<file path="src/rtl/stream_parity_unit.sv">
// stream_parity_unit: pipelined per-word parity generator/checker for a
// valid/ready word stream framed by a last flag. Packet parity, beat count
// and error status are reported alongside the last beat of each packet.
// Optional statistics counters are built when PARITY_STATS_EN is defined.
module stream_parity_unit #(
   parameter int DATA_W     = 8,
   parameter int ODD_PARITY = 0,
   parameter int MAX_BEATS  = 16,
   localparam int CW        = $clog2(MAX_BEATS + 1)
) (
   input  logic              clk,
   input  logic              rst_n,
   input  logic              mode,
   input  logic              in_valid,
   output logic              in_ready,
   input  logic [DATA_W-1:0] in_data,
   input  logic              in_par,
   input  logic              in_last,
   output logic              out_valid,
   input  logic              out_ready,
   output logic [DATA_W-1:0] out_data,
   output logic              out_par,
   output logic              out_last,
   output logic              err_word,
   output logic              pkt_par,
   output logic [CW-1:0]     pkt_beats,
   output logic              err_pkt,
`ifdef PARITY_STATS_EN
   input  logic              stats_clr,
   output logic [15:0]       pkt_cnt,
   output logic [15:0]       err_cnt,
`endif
   output logic              err_len
);

   localparam logic [1:0]    S_IDLE    = 2'd0;
   localparam logic [1:0]    S_BUSY    = 2'd1;
   localparam logic [1:0]    S_OVERRUN = 2'd2;
   localparam logic          ODD_BIT   = (ODD_PARITY != 0);
   localparam logic [CW-1:0] MAX_CNT   = CW'(MAX_BEATS);

   // Word parity in the configured sense (even or odd).
   function automatic logic word_par(input logic [DATA_W-1:0] d);
      return (^d) ^ ODD_BIT;
   endfunction

   // Beat counter increment that sticks at MAX_BEATS.
   function automatic logic [CW-1:0] sat_inc(input logic [CW-1:0] c);
      return (c == MAX_CNT) ? c : c + CW'(1);
   endfunction

   // Packet state (stage p0): FSM, beat count, running parity, error flag.
   logic [1:0]    state_p0;
   logic [CW-1:0] cnt_p0;
   logic          acc_p0;
   logic          err_acc_p0;
   logic          mode_p0;

   // Registered output beat (stage p1).
   logic              vld_p1;
   logic [DATA_W-1:0] data_p1;
   logic              par_p1;
   logic              last_p1;
   logic              err_word_p1;
   logic              pkt_par_p1;
   logic [CW-1:0]     pkt_beats_p1;
   logic              err_pkt_p1;
   logic              err_len_p1;

   logic          accept;
   logic          first;
   logic          beat_mode;
   logic          wp;
   logic          beat_err;
   logic          over;
   logic          acc_nxt;
   logic          err_nxt;
   logic [CW-1:0] cnt_nxt;
   logic [1:0]    state_nxt;

   assign in_ready = !vld_p1 | out_ready;
   assign accept   = in_valid & in_ready;

   // Per-beat decode: effective mode, word parity, error and next packet state.
   always_comb begin
      first     = (state_p0 == S_IDLE);
      beat_mode = first ? mode : mode_p0;
      wp        = word_par(in_data);
      beat_err  = beat_mode & (in_par != wp);
      cnt_nxt   = first ? CW'(1) : sat_inc(cnt_p0);
      over      = (state_p0 == S_OVERRUN) | (!first & (cnt_p0 == MAX_CNT));
      acc_nxt   = (first ? 1'b0 : acc_p0) ^ (^in_data);
      err_nxt   = (first ? 1'b0 : err_acc_p0) | beat_err;
      state_nxt = S_BUSY;
      if (in_last) begin
         state_nxt = S_IDLE;
      end else if (over) begin
         state_nxt = S_OVERRUN;
      end
   end

   // ---- stage p0: packet accumulators, cleared after each last beat ----
   // Track packet state on every accepted beat.
   always_ff @(posedge clk or negedge rst_n) begin
      if (!rst_n) begin
         state_p0   <= S_IDLE;
         cnt_p0     <= '0;
         acc_p0     <= 1'b0;
         err_acc_p0 <= 1'b0;
         mode_p0    <= 1'b0;
      end else if (accept) begin
         state_p0 <= state_nxt;
         mode_p0  <= beat_mode;
         if (in_last) begin
            cnt_p0     <= '0;
            acc_p0     <= 1'b0;
            err_acc_p0 <= 1'b0;
         end else begin
            cnt_p0     <= cnt_nxt;
            acc_p0     <= acc_nxt;
            err_acc_p0 <= err_nxt;
         end
      end
   end

   // ---- stage p1: single registered output beat ----
   // Load a new beat when the slot is free or draining; hold while stalled.
   always_ff @(posedge clk or negedge rst_n) begin
      if (!rst_n) begin
         vld_p1       <= 1'b0;
         data_p1      <= '0;
         par_p1       <= 1'b0;
         last_p1      <= 1'b0;
         err_word_p1  <= 1'b0;
         pkt_par_p1   <= 1'b0;
         pkt_beats_p1 <= '0;
         err_pkt_p1   <= 1'b0;
         err_len_p1   <= 1'b0;
      end else if (in_ready) begin
         vld_p1 <= in_valid;
         if (in_valid) begin
            data_p1      <= in_data;
            par_p1       <= beat_mode ? in_par : wp;
            last_p1      <= in_last;
            err_word_p1  <= beat_err;
            pkt_par_p1   <= in_last & (acc_nxt ^ ODD_BIT);
            pkt_beats_p1 <= in_last ? cnt_nxt : '0;
            err_pkt_p1   <= in_last & err_nxt;
            err_len_p1   <= in_last & over;
         end
      end
   end

   assign out_valid = vld_p1;
   assign out_data  = data_p1;
   assign out_par   = par_p1;
   assign out_last  = last_p1;
   assign err_word  = err_word_p1;
   assign pkt_par   = pkt_par_p1;
   assign pkt_beats = pkt_beats_p1;
   assign err_pkt   = err_pkt_p1;
   assign err_len   = err_len_p1;

`ifdef PARITY_STATS_EN
   // Counter increment that sticks at all-ones.
   function automatic logic [15:0] sat16(input logic [15:0] c);
      return (c == 16'hFFFF) ? c : c + 16'd1;
   endfunction

   logic last_fire;
   assign last_fire = vld_p1 & out_ready & last_p1;

   // Count delivered packets and erroneous packets; clear has priority.
   always_ff @(posedge clk or negedge rst_n) begin
      if (!rst_n) begin
         pkt_cnt <= '0;
         err_cnt <= '0;
      end else if (stats_clr) begin
         pkt_cnt <= '0;
         err_cnt <= '0;
      end else if (last_fire) begin
         pkt_cnt <= sat16(pkt_cnt);
         if (err_pkt_p1 | err_len_p1) begin
            err_cnt <= sat16(err_cnt);
         end
      end
   end
`endif

endmodule

</file>
<file path="config.mk">
export PLATFORM = sky130hd
export DESIGN_NAME = stream_parity_unit
export DESIGN_NICKNAME = d
export VERILOG_FILES = /design/src/rtl/stream_parity_unit.sv
export SDC_FILE = /design/constraint.sdc
export NUM_CORES = 1
export LEC_CHECK = 0
export CORE_MARGIN = 3
export CORE_UTILIZATION = 45
export CTS_CLUSTER_DIAMETER = 150
export CTS_CLUSTER_SIZE = 40
export DETAILED_ROUTE_END_ITERATION = 8
export DONT_BUFFER_PORTS = 1
export HOLD_SLACK_MARGIN = 0.15
export SYNTH_ARGS = -nofsm -noshare
export SYNTH_HDL_FRONTEND = slang
export SYNTH_SLANG_ARGS = --single-unit
</file>
<file path="constraint.sdc">
create_clock -name clk -period 2.2 [get_ports clk]
set_clock_uncertainty 0.05 [all_clocks]
set_input_delay 0.44 -clock clk [delete_from_list [all_inputs] [get_ports clk]]
set_output_delay 0.44 -clock clk [all_outputs]
set_load 0.01 [all_outputs]
</file>
Word-level counts from Yosys, hierarchy flattened
Index checks and enable logic that the tools add are counted.
{ "classes": {"add_sub_neg": 1, "n_mul": 0, "n_div": 0, "n_lt_le_gt_ge": 0, "eq_ne": 3, "shifts": 0, "muxes": 12, "n_bitwise": 10, "n_reduce_logical": 5} }
{ "ops": {"columns": ["op", "n"], "rows": [
  ["two-way mux 5 bit", 4],
  ["XOR reduction 8 bit", 1],
  ["bitwise AND 1 bit", 6],
  ["two-way mux 1 bit", 6],
  ["adder 5 x 1 -> 5 bit (second input constant)", 1],
  ["== test 5 bit (second input constant)", 1],
  ["two-way mux 2 bit", 2],
  ["OR 1 bit", 3],
  ["== test 2 bit (second input constant)", 1],
  ["zero test 1 bit", 2],
  ["zero test 2 bit", 1],
  ["AND reduction 2 bit", 1],
  ["inequality test 1 bit", 1],
  ["XOR 1 bit", 1]
]} }
{ "word_totals": {"register_bits": 30, "latchBits": 0, "mem_bits_rw": 0, "mem_bits_ro": 0, "input_bits": 15, "elab_cells": 45, "memories": 0} }

Logic depth before layout (Yosys ltp)
Gate-level depths: netlist (run 1).
{ "logic_depth": {"depth_word": 6, "mapped_depth": 8, "mapped_depth_nobuf": 7} }

Least setup slack after synthesis (run 1)
OpenSTA, ideal clock, no wires.
{ "synth_timing": {"kind": "input port to flip-flop", "from": "input port out_ready", "to": "register cnt_p0[2]", "setup_ps": 83, "arrival_time_ps": 1496, "slack_ps": 571, "cell_stages": 6, "n_path_buf": 2, "path_cell_list": "nand2b_1 and2_1 clkbuf_1 clkbuf_1 nand3b_1 o21ai_0"} }
{ "synth_between": {"elab_chain_len": 2} }
{ "synth_lines": {"columns": ["item", "line_no", "source"], "rows": [
  ["start, declared", "20", "input logic out_ready,"],
  ["OR 1 bit", "81", "assign in_ready = !vld_p1 | out_ready;"],
  ["bitwise AND 1 bit", "82", "assign accept = in_valid & in_ready;"],
  ["end signal, assigned", "119", "cnt_p0 <= cnt_nxt;"],
  ["end, declared", "54", "logic [CW-1:0] cnt_p0;"]
]} }
No other way between the ends.
A chain may end at the register's enable or synchronous reset.

Worst setup path after layout (run 1)
{ "layout_timing": {"from": "register cnt_p0[0]", "to": "register pkt_beats_p1[0], in the netlist pkt_beats[0]"} }
{ "layout_between": {"elab_chain_len": 4, "word_cells_on_any_way": 5, "classes_between": "add/sub: 1; eq/ne: 1; mux: 3"} }
{ "layout_lines": {"columns": ["item", "line_no", "source"], "rows": [
  ["adder 5 x 1 -> 5 bit / == test 5 bit (equally long branches)", "49", "return (c == MAX_CNT) ? c : c + CW'(1);"],
  ["two-way mux 5 bit (*)", "49", null],
  ["two-way mux 5 bit (*)", "90", "cnt_nxt = first ? CW'(1) : sat_inc(cnt_p0);"],
  ["two-way mux 5 bit (*)", "147", "pkt_beats_p1 <= in_last ? cnt_nxt : '0;"],
  ["end signal, assigned", "147", null],
  ["end, declared", "66", "logic [CW-1:0] pkt_beats_p1;"]
]} }
Every way passes the cells marked *; elsewhere a longest branch is shown, timed or not.

==> key figures, run 1 <==
Global route
  – Pin count of the biggest net entering global routing: 36
  – Overall global routing resource usage: 0.160
  – Vias in the first global route: around 1,100
  – GR Overflow Total: 0
  – First-pass GRT wire length: about 4.9 mm
  – Initial antenna violation count: 0

Critical path
  – Critical path launch point type: flop
  – Worst path bufs/invs: 2
  – Cell depth of the worst flop-to-flop path: 7
  – Crit-path max FO: 6
  – Critical path's slowest cell: dfrtp_1
  – Top delay family on crit path: flip-flops
  – Worst r2r src: cnt_p0[0]$_DFFE_PN0P_
  – Worst endpoint required time: roughly 2.4 ns
  – Setup crit end kind: flop
  – R2r setup slk: around 0.46 ns
  – R2R Path End: pkt_beats[0]$_DFFE_PN0P_
  – CP cell instances: inv_1 > ha_1 > nor4bb_1 > buf_4 > xnor2_1 > o21ai_1 > o21ai_0
  – CP max stage delay: 0.45 ns
  – WP data arrival: about 1.9 ns
  – CP Class: reg2reg

Cells and area
  – Leading cell type in the layout, fill and taps excluded: nand2_1
  – Fin util: 0.551
  – Share of cells above drive strength 1: 0.0696
  – Antenna fix cells: 0
  – Non-Filler Instances: 200
  – Post-route cell area: 1600 um2
  – Multi-input logic area: 653 um2
  – Register area: approximately 750 um2
  – FILL cells: approximately 280
  – Nets: around 180
  – Layout area overhead: 10.9%
  – Commonest cells after routing, fill and taps aside: 43 x nand2_1, 30 x dfrtp_1, 12 x xnor2_1, 7 x o21ai_0, 6 x o31ai_1

Power
  – Power Dens Cells: roughly 830 nW/um2
  – Worst vdd ir: around 350 uV
  – Leak Pwr: 0.725 nW

Die
  – Horizontal die dimension: 62.6 um
  – Initial core utilization: 0.497
  – Core area: roughly 2900 um2
  – FP Rows: 19
  – DIE AREA: about 3900 um2
  – IO Pins: 36
  – Die height: approximately 63 um

Clocking
  – CTS tree: built
  – Post CTS Setup Buffer Count: 0
  – CTS max path bufs: 2
  – CTS Root Cell: clkbuf_4
  – CTS buffer count: 5
  – Worst skew pair latency: approximately 0.33 ns
  – Clock sink count: 30
  – Clock-pin slew on the worst setup and hold paths: approximately 0.090 ns
  – H-tree depth: 2

Yosys
  – Synth warnings: 0
  – Netlist cell types: 32
  – Syn nets: around 170
  – Predominant post-synthesis flop cell: dfrtp_1
  – Synth Cell Area: 1440 um2
  – Largest area contributor in the netlist: dfrtp_1
  – Post-synthesis sequential area ratio: 0.521
  – Synth area leaders: dfrtp_1 52%, nand2_1 11%, xnor2_1 7.3%, o31ai_1 3.1%, o21ai_0 2.4%
  – Avg Inst Size Synth: 9.55 um2
  – Number of synthesized register bits: 30
  – EDFF count, synth: 0
  – Cells after Synth: about 150
  – FFs w/ async S/R, synth: 1.00
  – Top cell type's share of synthesized area: 0.521

Routing
  – WL/cell: between 10 and 15 um
  – WL final: 2.92 mm
  – Starting DRT DRC Count: 34
  – Via count: about 1,000
  – Iteration count of the initial detailed-routing pass: 4
  – Vias per cell: about 5.2
  – DR DRC count: 0
  – Final ANT Viol Nets: 0

Placement
  – GP Congestion: 0.799
  – Final HPWL DP: ~2 mm
  – Port Buffers: 0
  – Dpl cells: roughly 190
  – Cell area after placement: around 1500 um2

STA
  – Slew at the pin with the worst max-slew slack: approximately 0.43 ns
  – # setup viols final: 0
  – F_max: approximately 580 MHz
  – Final max-slew violation count: 0
  – Setup TNS: 0 ns
  – Fin crit period: between 1.5 and 2 ns
  – Final hold slack: between 0.15 and 0.2 ns
  – Max-slew headroom: 0.710
  – RSZ-0062 raised after global routing: false
  – Final period utilization: 0.790
  – Final hold violation count: 0

Min path
  – Hold depth: 2
  – HP Start: in_data[3]
  – Hold Crit Class: in2reg
  – WHS Endpoint: out_data[3]$_DFFE_PN0P_

Outcome
  – Status: complete, no violations

Flow run
  – Max Cap Viol: 0
[cells in the mapped netlist, types with 2 or more instances]
master / n
a21oi_1: 4
a22o_1: 2
clkbuf_1: 7
dfrtp_1: 30
ha_1: 2
inv_1: 3
mux2i_1: 3
nand2_1: 43
nand2b_1: 2
nand3_1: 4
nand3b_1: 2
nor2_1: 3
o21ai_0: 7
o21ai_1: 3
o31ai_1: 6
xnor2_1: 12
xor2_1: 3
[what timing repair did]
| item | in CTS | in global routing |
|---|---|---|
| hold buffers | 3 | 1 |
| gates resized for setup | 0 | 0 |
| setup endpoints to repair | 0 | 0 |
| hold endpoints to repair | 31 | 1 |
[flip-flops by register name (all words and copies together), names as in the netlist]
register    flops
out_data        8
cnt_p0          5
pkt_beats       5
state_p0        2
acc_p0          1
err_acc_p0      1
err_len         1
err_pkt         1
err_word        1
mode_p0         1
out_last        1
out_par         1
out_valid       1
pkt_par         1
[where the power goes]
| part | switching (mW) | internal (mW) |
|---|---|---|
| clock network | 0.184 | 0.120 |
| registers | 0.0901 | 0.630 |
| logic | 0.160 | 0.135 |
[cell type report]
class,count,area share
Clock buffer,7,0.0282
Multi-Input combinational cell,111,0.409
Tap cell,42,0.0329
Sequential cell,30,0.470
Inverter,3,0.00705
Timing Repair Buffer,7,0.0532
[routing by layer]
layer | GRT usage | vias up | routed length, um
met4 | 0.0826 | 0 | 58
met1 | 0.183 | 487 | 1280
met5 | 0 | - | 0
met3 | 0.0629 | 7 | 188
met2 | 0.258 | 25 | 1390
li1 | - | 522 | -
[logic make-up after synthesis]
| family | after synthesis | synth area share |
|---|---|---|
| AND/OR/NAND/NOR | 63 | 0.197 |
| flip-flops | 30 | 0.521 |
| AO/OA/AOI/OAI | 28 | 0.127 |
| XOR/XNOR | 15 | 0.0911 |
| buffers and inverters | 10 | 0.0260 |
| multiplexers | 3 | 0.0208 |
| adder cells (fa/ha/maj) | 2 | 0.0174 |
[worst max-delay path by stage]
stage                          start                       end  slack [ns]  cells after the start
3_5_place_dp              in_data[6]        acc_p0$_DFFE_PN0P_        0.41                      5
3_3_place_gp              in_data[6]        acc_p0$_DFFE_PN0P_        0.45                      5
2_1_floorplan              out_ready     cnt_p0[2]$_DFFE_PN0P_        0.57                      6
4_1_cts        cnt_p0[0]$_DFFE_PN0P_  pkt_beats[0]$_DFFE_PN0P_        0.47                      7
6_report       cnt_p0[0]$_DFFE_PN0P_  pkt_beats[0]$_DFFE_PN0P_        0.46                      7
5_1_grt        cnt_p0[0]$_DFFE_PN0P_  pkt_beats[0]$_DFFE_PN0P_        0.29                      7
[stage by stage]
step | setup slack, ns | total power [mW]
finish | 0.462 | 1.32
global placement | 0.451 | 1.00
floorplan | 0.571 | 0.945
global route | 0.287 | 1.40
CTS | 0.472 | 1.33
detailed placement | 0.410 | 1.01
No activity file was read; power rests on OpenSTA's default activity.
==> inputs of run 2 (changes only) <==
Clock period 2.2 ns to 1.8 ns, I/O delays scaled along.
==> run 2 against run 1 <==
  * Via count is 7.6% higher
  * Design area rose by 8.6%
  * Non-clock buffer count is 13 higher
  * Wire length increased by 6.2%
  * Register-to-register slack worse by 0.34 ns
  * Critical path depth is 2 lower
  * Sequential power increased by 22%
  * Global-route usage is 1.1 points higher
  * Critical endpoint is now err_acc_p0$_DFFE_PN0P_
  * Largest power group unchanged
==> key figures, run 2 (synthesis results as in run 1) <==
Cells and area
  – Nets: 188 (+7.4%)
  – Commonest cells after routing, fill and taps aside: 43 x nand2_1, 30 x dfrtp_1, 12 x xnor2_1, 11 x dlygate4sd3_1, 8 x buf_4
  – Antenna fix cells: 0 (unchanged)
  – Fin util: 0.598 (+0.0475)
  – Register area: 751 um2 (unchanged)
  – Leading cell type in the layout, fill and taps excluded: nand2_1
  – Multi-input logic area: 653 um2 (unchanged)
  – Layout area overhead: 20.4%
  – Non-Filler Instances: 214 (+7.0%)
  – FILL cells: 263 (-4.4%)
  – Share of cells above drive strength 1: 0.110 (+0.0408)
  – Max FFs per register: 8 (unchanged)

Clocking
  – CTS max path bufs: 2 (unchanged)
  – CTS tree: built
  – Hold_buf cts: 12 (+9)
  – CTS buffer count: 5 (unchanged)
  – Post CTS Setup Buffer Count: 0 (unchanged)
  – CTS Root Cell: clkbuf_4
  – Clock sink count: 30 (unchanged)
  – H-tree depth: 2 (unchanged)
  – Worst skew pair latency: 0.33 ns (about the same)
  – Clock-pin slew on the worst setup and hold paths: 0.11 ns (+0.02 ns)
  – CTS resizes: 0 (unchanged)

Power
  – Clock Power Share: 0.289 (+0.058)
  – Switch Pwr: 559 uW (+29%)
  – Net Sw Frac: 0.308 (-0.0216)
  – Gate power share: 0.228 (+0.004)
  – Leak Pwr: 0.796 nW (+9.8%)
  – Register share of total power: 0.483 (-0.063)
  – Worst vdd ir: 576 uV (+65%)
  – Power Dens Cells: 1050 nW/um2 (+27%)
  – Internal power: 1.26 mW (+42%)

Placement
  – GP Congestion: 0.766 (-4.2%)
  – Final HPWL DP: 2.14 mm (+7.7%)
  – Dpl cells: 194 (+2.6%)
  – Port Buffers: 0 (unchanged)

STA
  – Final period utilization: 0.931 (+0.141)
  – Final hold slack: 0.172 ns (+0.0141 ns)
  – Fin crit period: 1.68 ns (-0.0619 ns)
  – RSZ-0062 raised after global routing: false
  – Final max-slew violation count: 0 (unchanged)
  – Max-slew headroom: 0.717 (+0.00732)
  – F_max: 597 MHz (+3.7%)
  – Slew at the pin with the worst max-slew slack: 0.412 ns (-0.0169 ns)
  – # setup viols final: 0 (unchanged)
  – Setup TNS: 0 ns (unchanged)
  – Final hold violation count: 0 (unchanged)

Routing
  – Starting DRT DRC Count: 32 (-5.9%)
  – Via count: 1,120 (+7.6%)
  – Vias per cell: 5.23 (+0.55%)
  – WL/cell: 14.5 um (-0.72%)
  – DR DRC count: 0 (unchanged)
  – Iteration count of the initial detailed-routing pass: 4 (unchanged)
  – Final ANT Viol Nets: 0 (unchanged)
  – WL final: 3.11 mm (+6.2%)

Die
  – DIE AREA: 3920 um2 (unchanged)
  – FP Rows: 19 (unchanged)
  – Initial core utilization: 0.497 (unchanged)
  – Horizontal die dimension: 62.6 um (unchanged)
  – Die height: 62.6 um (unchanged)
  – Core area: 2900 um2 (unchanged)
  – IO Pins: 36 (unchanged)

Min path
  – Hold Crit Class: in2reg

Global route
  – Overall global routing resource usage: 0.171 (+0.0114)
  – GR Overflow Total: 0 (unchanged)
  – First-pass GRT wire length: 5.33 mm (+8.9%)
  – Initial antenna violation count: 0 (unchanged)
  – Vias in the first global route: 1,119 (+4.2%)
  – Pin count of the biggest net entering global routing: 31 (-14%)

Critical path
  – Crit-path max FO: 11 (+5)
  – Critical path launch point type: flop
  – Setup crit end kind: flop
  – R2r setup slk: 0.12 ns (-0.34 ns)
  – WP data arrival: 1.87 ns (-0.07 ns)
  – CP Class: reg2reg
  – Worst endpoint required time: 2.00 ns (-0.41 ns)

Flow run
  – Max Cap Viol: 0 (unchanged)

Outcome
  – Status: complete, no violations
## run 2: changes by cell type in the layout (fill, tap and decap cells not counted), sizes merged
cell         change
dlygate4sd3      +8
buf              +5
clkbuf           -2
clkinv           +2
bufinv           +1
## run 2: path summary, 6_finish.rpt
| path | start | to | cells after the start |
|---|---|---|---|
| worst max-delay path | out_valid$_DFFE_PN0N_ | err_acc_p0$_DFFE_PN0P_ | 5 |
| worst min-delay path | in_par | err_word$_DFFE_PN0P_ | 2 |
| worst max register to register | out_valid$_DFFE_PN0N_ | err_acc_p0$_DFFE_PN0P_ | 5 |
| worst min register to register | mode_p0$_DFFE_PN0P_ | mode_p0$_DFFE_PN0P_ | 2 |
| max in group asynchronous | rst_n | out_data[7]$_DFFE_PN0P_ | 2 |
| min in group asynchronous | rst_n | cnt_p0[0]$_DFFE_PN0P_ | 2 |
## run 2: layout make-up
| class | instances | share of cell area |
|---|---|---|
| clock buffers | 5 | 0.0216 |
| repair buffers | 20 | 0.110 |
| clock inverters | 3 | 0.0231 |
| inverters | 3 | 0.00649 |
| multi-input cells | 111 | 0.376 |
| well taps | 42 | 0.0303 |
| flip-flops and latches | 30 | 0.433 |
## run 2: per-layer routing
layer / track usage / share of wire
met4: 0.0496 / 0.0045
met1: 0.206 / 0.44
met5: 0 / 0
met2: 0.280 / 0.50
met3: 0.0737 / 0.060
## run 2: stage by stage
stage	area, um2	total power, mW	worst slack, ns
after CTS	1740	1.84	0.133
final	1740	1.82	0.124
after global routing	1740	1.93	0.00774
after detailed placement	1530	1.27	0.130
after floorplan	1440	1.16	0.181
after global placement	1530	1.25	0.171
## run 2: worst max-delay path, stage by stage, from the launching register on
cell      delay (ns)
dfrtp_1         0.43
nand2b_1        0.19
nand2_1         0.31
nor2_1          0.35
a21oi_1         0.08
nor3_1          0.19
## run 2: power groups by stage
stage | Combinational (mW) | Sequential (mW) | Clock (mW)
after floorplan | 0.281 | 0.874 | 0
after global placement | 0.364 | 0.887 | 0
after detailed placement | 0.376 | 0.893 | 0
after CTS | 0.417 | 0.879 | 0.541
after global routing | 0.466 | 0.893 | 0.573
final | 0.415 | 0.877 | 0.525
==> inputs of run 3 (changes only) <==
Settings changed: CORE_MARGIN 3 to unset.
==> run 3 against run 2 <==
  * Sequential share of layout area is 0.86 points higher
  * Final cell count is 0.47% lower
  * Count of clock-buffer cells in the layout is 2 higher
  * Fmax is 0.71% higher
  * Non-clock buffer count is 3 lower
==> key figures, run 3 (synthesis results as in run 1) <==
Clocking
  – H-tree depth: 2 (unchanged)
  – CTS tree: built
  – Clock sink count: 30 (unchanged)
  – CTS max path bufs: 2 (unchanged)
  – Post CTS Setup Buffer Count: 0 (unchanged)
  – Clock-pin slew on the worst setup and hold paths: 0.10 ns (about the same)
  – CTS buffer count: 5 (unchanged)
  – CTS Root Cell: clkbuf_4
  – Worst skew pair latency: 0.33 ns (about the same)

Critical path
  – WP data arrival: 1.87 ns (about the same)
  – Critical path's slowest cell: dfrtp_1
  – Worst path bufs/invs: 2 (+2)
  – Crit-path max FO: 7 (-4)
  – Worst endpoint required time: 2.01 ns (about the same)
  – Top delay family on crit path: simple AND/OR/NAND/NOR gates
  – CP cell instances: inv_1 > ha_1 > nor4bb_1 > buf_4 > or3_1 > o21ai_1 > nand2_1 > o21ai_0
  – CP Class: reg2reg
  – Critical path launch point type: flop
  – CP max stage delay: 0.39 ns (-0.04 ns)
  – Setup crit end kind: flop

Die
  – Core area: 3050 um2 (+5.3%)
  – Die height: 58.6 um (-6.4%)
  – DIE AREA: 3430 um2 (-12%)
  – FP Rows: 20 (+1)
  – Horizontal die dimension: 58.6 um (-6.4%)
  – IO Pins: 36 (unchanged)
  – Initial core utilization: 0.472 (-0.0248)

Flow run
  – Max Cap Viol: 0 (unchanged)

Cells and area
  – Commonest cells after routing, fill and taps aside: 43 x nand2_1, 30 x dfrtp_1, 12 x xnor2_1, 11 x dlygate4sd3_1, 7 x o21ai_0
  – Leading cell type in the layout, fill and taps excluded: nand2_1
  – Antenna fix cells: 0 (unchanged)
  – Nets: 185 (-1.6%)
  – Share of cells above drive strength 1: 0.101 (-0.00987)
  – Register area: 751 um2 (unchanged)
  – Layout area overhead: 18.1%
  – FILL cells: 286 (+8.7%)
  – Multi-input logic area: 657 um2 (+0.57%)
  – Max FFs per register: 8 (unchanged)

Routing
  – WL/cell: 14.0 um (-3.2%)
  – WL final: 2.99 mm (-3.6%)
  – DR DRC count: 0 (unchanged)
  – Vias per cell: 5.22 (-0.25%)
  – Final ANT Viol Nets: 0 (unchanged)
  – Via count: 1,112 (-0.71%)
  – Iteration count of the initial detailed-routing pass: 4 (unchanged)
  – Starting DRT DRC Count: 43 (+34%)

Global route
  – Initial antenna violation count: 0 (unchanged)
  – Vias in the first global route: 1,119 (unchanged)
  – Overall global routing resource usage: 0.199 (+0.0280)
  – Pin count of the biggest net entering global routing: 31 (unchanged)
  – GR Overflow Total: 0 (unchanged)
  – First-pass GRT wire length: 4.95 mm (-7.1%)

Power
  – Worst vdd ir: 523 uV (-9.1%)
  – Leak Pwr: 0.773 nW (-2.9%)
  – Power Dens Cells: 989 nW/um2 (-5.6%)

STA
  – Final max-slew violation count: 0 (unchanged)
  – Fin crit period: 1.66 ns (-0.0118 ns)
  – RSZ-0062 raised after global routing: false
  – # setup viols final: 0 (unchanged)
  – Final hold violation count: 0 (unchanged)
  – Max-slew headroom: 0.722 (+0.00507)
  – Final period utilization: 0.925 (-0.00655)
  – F_max: 601 MHz (+0.71%)
  – Slew at the pin with the worst max-slew slack: 0.414 ns (+0.00121 ns)
  – Min setup slack post-route: 0.136 ns (+0.0118 ns)
  – Setup TNS: 0 ns (unchanged)

Placement
  – Worst slack at placement: 0.0882 ns (-0.0419 ns)
  – GP Congestion: 0.771 (+0.61%)
  – Port Buffers: 0 (unchanged)
  – Final HPWL DP: 2.07 mm (-3.0%)

Min path
  – Hold Crit Class: in2reg

Outcome
  – Status: complete, no violations
run 3: cell types whose count changed in the layout (fill, tap and decap cells not counted):
cell / previous run / this run
and2_1: 1 / 0
and2_2: 0 / 1
buf_4: 8 / 5
bufinv_16: 1 / 0
clkbuf_1: 0 / 1
clkbuf_8: 0 / 1
clkinv_2: 2 / 1
nor2_1: 3 / 2
nor2_2: 0 / 1
run 3: routing by layer:
metal	vias to the layer above	track usage	share of wire
li1	540	-	-
met1	539	0.241	0.45
met2	29	0.320	0.49
met3	4	0.0791	0.051
met4	0	0.0782	0.0084
met5	-	0	0
run 3: timing repair:
action                                  in CTS  in global routing
hold endpoints to repair                    44                  0
gates resized for setup                      0                  2
endpoints found under the setup margin       0                  2
hold buffers                                12                  0
run 3: report_power, final:
part / internal (mW) / leakage (nW) / switching, mW
clock network: 0.189 / 0.0353 / 0.229
registers: 0.770 / 0.386 / 0.107
logic: 0.180 / 0.352 / 0.208
total: 1.14 / 0.773 / 0.544
run 3: cell type report:
cell class                 instances  share of cell area
clock inverter                     1             0.00294
multi-input combinational        111               0.386
inverter                           3             0.00662
tap                               44              0.0324
clock buffer                       7              0.0324
timing repair buffer              17              0.0985
sequential                        30               0.441
run 3: final timing paths:
| kind | cells past startpoint | slack [ns] | to | start |
|---|---|---|---|---|
| hold / removal | 2 | 0.17 | pkt_beats[0]$_DFFE_PN0P_ | in_last |
| min in group asynchronous | 2 | 0.41 | err_word$_DFFE_PN0P_ | rst_n |
| setup reg to reg | 8 | 0.14 | cnt_p0[2]$_DFFE_PN0P_ | cnt_p0[1]$_DFFE_PN0P_ |
| hold reg to reg | 2 | 0.44 | mode_p0$_DFFE_PN0P_ | mode_p0$_DFFE_PN0P_ |
| setup / recovery | 8 | 0.14 | cnt_p0[2]$_DFFE_PN0P_ | cnt_p0[1]$_DFFE_PN0P_ |
| max in group asynchronous | 2 | 1.12 | pkt_par$_DFFE_PN0P_ | rst_n |
run 3: per-stage QoR:
step	hold WS, ns	power, mW	instance area [um2]	std cells	util
6_report	0.169	1.68	1700	213	0.557
5_1_grt	0.158	1.80	1700	213	0.557
4_1_cts	0.155	1.70	1700	213	0.556
3_5_place_dp	0.0150	1.24	1510	193	0.494
3_3_place_gp	0.0151	1.23	1510	193	0.494
2_1_floorplan	0.0144	1.16	1440	151	-
